### config.mk
export PLATFORM = sky130hd
export DESIGN_NAME = lfsr_rng_fifo
export DESIGN_NICKNAME = d
export VERILOG_FILES = /design/src/rtl/lfsr_rng_fifo.sv
export SDC_FILE = /design/constraint.sdc
export NUM_CORES = 1
export LEC_CHECK = 0
export BUFFER_PORTS_ARGS = -buffer_cell sky130_fd_sc_hd__buf_2
export CAP_MARGIN = 20
export CORE_ASPECT_RATIO = 0.6
export CORE_MARGIN = 1
export CORE_UTILIZATION = 40
export CTS_BUF_LIST = sky130_fd_sc_hd__clkbuf_4 sky130_fd_sc_hd__clkbuf_8
export CTS_CLUSTER_SIZE = 8
export DETAILED_ROUTE_END_ITERATION = 16
export PLACE_DENSITY = 0.65
export SLEW_MARGIN = 20
export SYNTH_ARGS = -nofsm -noshare
export SYNTH_HDL_FRONTEND = slang
export SYNTH_SLANG_ARGS = --single-unit
### constraint.sdc
create_clock -name clk -period 4.4 [get_ports clk]
set_clock_uncertainty 0.05 [all_clocks]
set_input_delay 0.44 -clock clk [delete_from_list [all_inputs] [get_ports clk]]
set_output_delay 0.44 -clock clk [all_outputs]
set_load 0.01 [all_outputs]
### src/rtl/lfsr_rng_fifo.sv
// Random-word FIFO between an upstream LFSR and a CPU register port.
// Define RNG_FIFO_HEALTH_EN to discard back-to-back repeated words and flag them in HERR.
module lfsr_rng_fifo #(
  parameter int DEPTH = 8
) (
  input  logic        clk,
  input  logic        resetn,
  input  logic [31:0] lfsr_data,
  input  logic        lfsr_valid,
  output logic        lfsr_ready,
  input  logic [3:0]  reg_ctrl_we,
  input  logic [31:0] reg_ctrl_di,
  output logic [31:0] reg_ctrl_do,
  input  logic        reg_dat_re,
  output logic [31:0] reg_dat_do,
  output logic        reg_dat_wait
);
  localparam int AW = $clog2(DEPTH);
  localparam logic [AW:0] FULL_CNT = (AW+1)'(DEPTH);

  logic [AW-1:0] wr_ptr_q, wr_ptr_d, rd_ptr_q, rd_ptr_d;
  logic [AW:0]   count_q, count_d;
  logic          enable_q, enable_d;
  logic [31:0]   mem_q [DEPTH];
  logic          full, empty, flush, accept, repeat_hit, push, pop, herr;
  logic          unused_ctrl;

  assign unused_ctrl  = ^{reg_ctrl_we[3:1], reg_ctrl_di[31:2]};
  assign full         = (count_q == FULL_CNT);
  assign empty        = (count_q == '0);
  assign flush        = reg_ctrl_we[0] & reg_ctrl_di[1];
  assign lfsr_ready   = enable_q & ~full & ~flush;
  assign accept       = lfsr_valid & lfsr_ready;
  assign push         = accept & ~repeat_hit;
  assign pop          = reg_dat_re & ~empty;
  assign reg_dat_wait = reg_dat_re & empty;
  assign reg_dat_do   = empty ? 32'h0 : mem_q[rd_ptr_q];
  assign reg_ctrl_do  = {24'h0, 4'(count_q), 1'b0, herr, 1'b0, enable_q};

`ifdef RNG_FIFO_HEALTH_EN
  // Compare register survives FLUSH so a repeat straddling a flush is still caught.
  logic [31:0] prev_q, prev_d;
  logic        prev_vld_q, prev_vld_d, herr_q, herr_d;

  assign repeat_hit = accept & prev_vld_q & (lfsr_data == prev_q);
  assign herr       = herr_q;

  always_comb begin
    prev_d     = prev_q;
    prev_vld_d = prev_vld_q;
    herr_d     = herr_q;
    if (accept) begin
      prev_d     = lfsr_data;
      prev_vld_d = 1'b1;
    end
    if (reg_ctrl_we[0] && reg_ctrl_di[2]) herr_d = 1'b0;
    if (repeat_hit) herr_d = 1'b1;
  end

  always_ff @(posedge clk or negedge resetn) begin
    if (!resetn) begin
      prev_q     <= '0;
      prev_vld_q <= 1'b0;
      herr_q     <= 1'b0;
    end else begin
      prev_q     <= prev_d;
      prev_vld_q <= prev_vld_d;
      herr_q     <= herr_d;
    end
  end
`else
  assign repeat_hit = 1'b0;
  assign herr       = 1'b0;
`endif

  always_comb begin
    wr_ptr_d = wr_ptr_q;
    rd_ptr_d = rd_ptr_q;
    count_d  = count_q;
    enable_d = enable_q;
    if (reg_ctrl_we[0]) enable_d = reg_ctrl_di[0];
    if (flush) begin
      wr_ptr_d = '0;
      rd_ptr_d = '0;
      count_d  = '0;
    end else begin
      if (push) wr_ptr_d = wr_ptr_q + AW'(1);
      if (pop)  rd_ptr_d = rd_ptr_q + AW'(1);
      case ({push, pop})
        2'b10:   count_d = count_q + (AW+1)'(1);
        2'b01:   count_d = count_q - (AW+1)'(1);
        default: count_d = count_q;
      endcase
    end
  end

  always_ff @(posedge clk or negedge resetn) begin
    if (!resetn) begin
      wr_ptr_q <= '0;
      rd_ptr_q <= '0;
      count_q  <= '0;
      enable_q <= 1'b0;
    end else begin
      wr_ptr_q <= wr_ptr_d;
      rd_ptr_q <= rd_ptr_d;
      count_q  <= count_d;
      enable_q <= enable_d;
    end
  end

  // Storage needs no reset: empty masks the read data.
  always_ff @(posedge clk) begin
    if (push) mem_q[wr_ptr_q] <= lfsr_data;
  end
endmodule

==> run summary, run 1 <==
min cycle time layout = 3.16 ns
Synth Instances = 520
hold path endpoint = enable_q
DRC = 0
RR Endpoint = mem_q[4][27]
Die Area = 0.0274 sq mm
post-DP HPWL = 11.9 mm
CP required = 3.91 ns
Yosys Warn Count = 0
register area = 0.00797 sq mm
largest net degree at the start of global routing = 35
most common cell after layout, fill and taps aside = edfxtp_1
drt wl/cell = 21.2 microns
MaxCap Viol Count = 0
Post-DP Area = 0.0115 sq mm
Multi-input gate area = 0.00255 sq mm
setup tns final = 0 ns
unrepaired setup endpoints after global routing = false
grt ovf = 0
crit-path max FO = 34
FILL cells = 2159
internal reg-to-reg setup slack = 1.43 ns
Port Buffers = 77
Slowest-stage cell, CP = dfrtp_2
initial antenna violation count = 0
CTS Hold Bufs = 1
hold wc startpoint = reg_ctrl_di[0]
Hold Path Class = in2reg
Longest Clk Path Bufs = 3
gr usage total = 16.1%
vias in the first global route = 5391
status = finished clean
setup ws final = 1.24 ns
max-slew violations = 0
Num CTS Buffers = 41
Core Rows = 45
first-pass GRT wire length = 32.6 mm
router iterations before antenna repair = 4
Hold Worst Slack = 0.0956 ns
layout cells sized above 1 = 36.2%
CORE AREA = 0.0257 sq mm
worst-skew pair later-pin latency = 0.52 ns
Yosys cell types = 37
Max Freq = 0.317 GHz
Die Wd = 213 microns
CTS tree = done
setup bufs post-CTS = 0
Inserted Diodes = 0
Reg clk slew, reported paths = 0.06 ns
commonest non-fill, non-tap cells in the layout = edfxtp_1, buf_2, mux4_2
Worst slew margin = 32.0%
reg2reg start = count_q[1]
total power = 7080 uW
drt via density = 5.06
remaining antenna violation count = 0
VDD IR max = 0.315 mV
endpoint class of the critical path = output pin
Syn Area/Cell = 20.5 sq um
worst setup path category = reg2out
Leak = 0.00402 uW
overall die height = 129 microns
worst path cell trace = buf_4, mux4_2, mux2i_1, nor2_1, buf_2
Starting Density = 41.5%
Placer Congestion = 0.782
Post-synth EDFFs = 256
Top FF cell, synth = edfxtp_1
CP delay by family, top = buffers and inverters
initial DRC count = 336
final setup fails = 0
root buf cell = clkbuf_8
CTS H-Tree Depth = 2
Worst-Margin Slew = 1.02 ns
hold depth = 2
Power Density = 581 mW/mm^2
Data arrival, critical path = 2.67 ns
period utilization = 71.8%
IO Pins = 138
synthesis-to-layout area growth = 14.1%
Synth Register Bits = 267
fin nets = 707
WL final = 21.2 mm
Startpoint Class = flop
Via Count = 5054
worst r2r path cells = 5
sequential area share after synthesis = 74.5%
CTS Sinks = 267
cts repair resizes = 0
Hold Violations, Final = 0
Place WS = 1.42 ns
post-synthesis async set-or-reset flop share = 4.12%
design area = 0.0122 sq mm
post-synth design cell area = 0.0107 sq mm
Buf/Inv on CP = 2
CP max stage delay = 0.70 ns
## worst max-delay path by stage
stage,startpoint,to,slack [ns],cells after the start
5_1_grt,rd_ptr_q[0],reg_dat_do[24],1.05,5
3_3_place_gp,count_q[1],mem_q[6][18],1.50,5
3_5_place_dp,count_q[1],mem_q[4][22],1.42,5
2_1_floorplan,count_q[0],mem_q[0][0],0.43,5
6_report,rd_ptr_q[1],reg_dat_do[24],1.24,5
4_1_cts,rd_ptr_q[1],reg_dat_do[14],1.17,5
## layout make-up
| type | instances | area share [%] |
|---|---|---|
| Clock buffer | 54 | 5.43 |
| Clock inverter | 4 | 0.359 |
| Multi-Input combinational cell | 227 | 20.9 |
| Sequential cell | 267 | 65.4 |
| Tap cell | 352 | 3.61 |
| Timing Repair Buffer | 94 | 4.33 |
## cells by family after synthesis
kind of cell | Yosys count | share of synthesized area (%)
other | 1 | 0.0351
AO/OA/AOI/OAI | 15 | 1.24
adder cells (fa/ha/maj) | 4 | 0.469
multiplexers | 99 | 16.8
AND/OR/NAND/NOR | 75 | 3.27
XOR/XNOR | 7 | 0.574
buffers and inverters | 52 | 3.08
flip-flops | 267 | 74.5
## state kept, by name (all words and copies together) (netlist names)
signal    flops
mem_q       256
count_q       4
rd_ptr_q      3
wr_ptr_q      3
enable_q      1
## worst reg2reg max path, stage by stage (launching register included)
cell,delay [ns]
dfrtp_1,0.63
or4b_4,0.27
nand2_1,0.12
or3_1,0.50
nor2_4,0.77
buf_4,0.33
## stage by stage
stage,instances,utilization (%)
4_1_cts,998,47.4
3_3_place_gp,939,44.6
2_1_floorplan,546,-
5_1_grt,998,47.4
3_5_place_dp,939,44.6
6_report,998,47.4
## power breakdown
group | internal [uW] | switching [uW] | leakage, uW
Combinational | 993 | 1020 | 0.00120
Clock | 1020 | 878 | 0.000378
Sequential | 2930 | 239 | 0.00245
Total | 4940 | 2140 | 0.00402
## cell usage after synthesis (4+ instances only)
cell | number | share of area, %
nand2_1 | 10 | 0.35
dfrtp_1 | 11 | 2.6
xnor2_1 | 4 | 0.33
ha_1 | 4 | 0.47
mux2i_1 | 33 | 3.1
a21oi_1 | 6 | 0.28
mux4_2 | 64 | 13
nor3_1 | 6 | 0.28
nor2_1 | 43 | 1.5
buf_2 | 14 | 0.66
buf_4 | 29 | 2.0
clkbuf_1 | 5 | 0.18
edfxtp_1 | 256 | 72
## per-layer routing
layer	up-vias	global-route usage, %	routed length [microns]
li1	2264	-	-
met5	-	0	0
met3	43	4.10	1310
met2	146	25.7	10200
met1	2601	22.3	9230
met4	0	3.85	400
Note: power is estimated with default switching activity, not from simulation.
==> inputs of run 2 (changes only) <==
--- a/config.mk
+++ b/config.mk
@@ -13,7 +13,7 @@
 export CTS_BUF_LIST = sky130_fd_sc_hd__clkbuf_4 sky130_fd_sc_hd__clkbuf_8
 export CTS_CLUSTER_SIZE = 8
 export DETAILED_ROUTE_END_ITERATION = 16
-export PLACE_DENSITY = 0.65
+export PLACE_DENSITY = 0.67
 export SLEW_MARGIN = 20
 export SYNTH_ARGS = -nofsm -noshare
 export SYNTH_HDL_FRONTEND = slang
==> constraint.sdc (replaced) <==
create_clock -name clk -period 2.6 [get_ports clk]
set_clock_uncertainty 0.05 [all_clocks]
set_input_delay 0.26 -clock clk [delete_from_list [all_inputs] [get_ports clk]]
set_output_delay 0.26 -clock clk [all_outputs]
set_load 0.01 [all_outputs]
==> run 2 against run 1 <==
Compared with the run above: sequential power grew 63%; via count grew 4.9%; count of clock-buffer cells in the layout shrank 7; wire length grew 4.0%; combinational power grew 120%; sequential share of layout area shrank 4.4 points; clock power grew 57%; critical path depth grew 1; final cell count grew 5.5%; core utilization grew 3.4 points; critical path type unchanged.
==> run summary, run 2 (synthesized netlist as in run 1, its figures left out) <==
Startpoint Class = flop
CTS Sinks = 267 (unchanged)
FILL cells = 2115 (-2.0%)
Largest Register = mem_q
worst-skew pair later-pin latency = 0.54 ns (+0.02 ns)
CORE AREA = 0.0257 sq mm (unchanged)
Placer Congestion = 0.760 (-2.8%)
Power Density = 957 mW/mm^2 (+65%)
setup tns final = 0 ns (unchanged)
Reg clk slew, reported paths = 0.06 ns (about the same)
CP delay by family, top = multiplexers
Core Rows = 45 (unchanged)
router iterations before antenna repair = 4 (unchanged)
setup ws final = 0.0624 ns (-1.18 ns)
Num CTS Buffers = 40 (-2.4%)
status = finished clean
Die Wd = 213 microns (unchanged)
CP required = 2.29 ns (-1.62 ns)
Top Registers = mem_q: 256 flops, count_q: 4 flops
Via Count = 5300 (+4.9%)
number of flip-flops in the largest register = 256 (unchanged)
CP max stage delay = 0.52 ns (-0.18 ns)
min cycle time layout = 2.54 ns
first-pass GRT wire length = 33.3 mm (+2.2%)
Longest Clk Path Bufs = 3 (unchanged)
Starting Density = 41.5% (unchanged)
Leak = 0.00435 uW (+8.3%)
period utilization = 97.6%
layout cells sized above 1 = 37.5% (+1.3 points)
CTS tree = done
CTS H-Tree Depth = 2 (unchanged)
final setup fails = 0 (unchanged)
drt via density = 5.03 (-0.61%)
drt wl/cell = 20.9 microns (-1.4%)
VDD IR max = 0.577 mV (+83%)
worst path cell trace = buf_12, buf_8, mux4_2, mux2i_2, nor2_1, buf_2
Max Freq = 0.394 GHz
root buf cell = clkbuf_8
Slowest-stage cell, CP = mux4_2
overall die height = 129 microns (unchanged)
grt ovf = 0 (unchanged)
vias in the first global route = 5588 (+3.7%)
synthesis-to-layout area growth = 22.3%
Port Buffers = 77 (unchanged)
commonest non-fill, non-tap cells in the layout = edfxtp_1, buf_2, mux4_2
crit-path max FO = 8 (-76%)
gr usage total = 16.5% (+0.45 points)
unrepaired setup endpoints after global routing = true
largest net degree at the start of global routing = 37 (+5.7%)
most common cell after layout, fill and taps aside = edfxtp_1
fin nets = 767 (+8.5%)
IO Pins = 138 (unchanged)
DRC = 0 (unchanged)
Hold Path Class = in2async
Crit. path cell count = 6 (+1)
MaxCap Viol Count = 0 (unchanged)
Data arrival, critical path = 2.23 ns (-0.44 ns)
remaining antenna violation count = 0 (unchanged)
Hold Worst Slack = 0.0757 ns (-0.0199 ns)
initial antenna violation count = 0 (unchanged)
initial DRC count = 427 (+27%)
worst setup path category = reg2out
Die Area = 0.0274 sq mm (unchanged)
Place WS = 0.167 ns (-1.25 ns)
endpoint class of the critical path = output pin
max-slew violations = 0 (unchanged)
WL final = 22.0 mm (+4.0%)
Buf/Inv on CP = 3 (+1)
Inserted Diodes = 0 (unchanged)
Hold Violations, Final = 0 (unchanged)
worst r2r path cells = 9 (+4)
post-DP HPWL = 12.9 mm (+7.9%)
## run 2: cell count changes in the layout (fill, tap and decap cells not counted), moves of 3 or more
cell | previous run | this run
dlygate4sd3_1 | 1 | 35
buf_6 | 0 | 3
clkbuf_4 | 13 | 6
mux2i_1 | 33 | 28
nor2_1 | 37 | 34
mux2i_2 | 0 | 4
nor2_2 | 0 | 3
buf_12 | 1 | 16
clkbuf_16 | 0 | 5
## run 2: repair_timing
item,in CTS,in global routing
buffers inserted,4,0
setup endpoints to repair,30,32
endpoints found under the hold margin,268,0
resized for setup,6,16
pin swaps,0,2
hold buffers,35,0
gates cloned,1,6
## run 2: final timing paths
check,from,endpoint,slack (ns)
max reg2reg,count_q[2],count_q[2],0.14
min in group clk,reg_ctrl_di[1],count_q[3],0.09
min,resetn,enable_q,0.08
max,rd_ptr_q[0],reg_dat_do[24],0.06
min reg2reg,wr_ptr_q[0],wr_ptr_q[0],0.56
max in group asynchronous,resetn,rd_ptr_q[1],2.19
## run 2: area by class of cell
| type | instances | area [sq um] | area share [%] |
|---|---|---|---|
| clock buffer | 47 | 609 | 4.66 |
| clock inverter | 5 | 27.5 | 0.211 |
| multi-input combinational | 227 | 2620 | 20.0 |
| sequential | 267 | 7970 | 61.0 |
| timing repair buffer | 155 | 1400 | 10.7 |
| tap | 352 | 440 | 3.37 |
## run 2: per-layer routing
metal	vias to the layer above	GRT usage, %	routed length [microns]
met5	-	0	0
met4	0	4.82	340
met3	33	3.83	1870
met2	186	25.9	10600
met1	2694	23.3	9220
li1	2387	-	-
## run 2: stage by stage
step | util [%] | total power (uW) | std cells | area, sq um
2_1_floorplan | - | 7780 | 546 | 10800
3_3_place_gp | 45.8 | 9050 | 955 | 11800
3_5_place_dp | 45.8 | 9140 | 955 | 11800
4_1_cts | 50.0 | 12400 | 1047 | 12900
5_1_grt | 50.8 | 13200 | 1053 | 13100
6_report | 50.8 | 12500 | 1053 | 13100
## run 2: power by group
group          internal, uW  switching [uW]
Clock                  1510            1450
Combinational          2240            2140
Sequential             4960             209
Total                  8710            3790
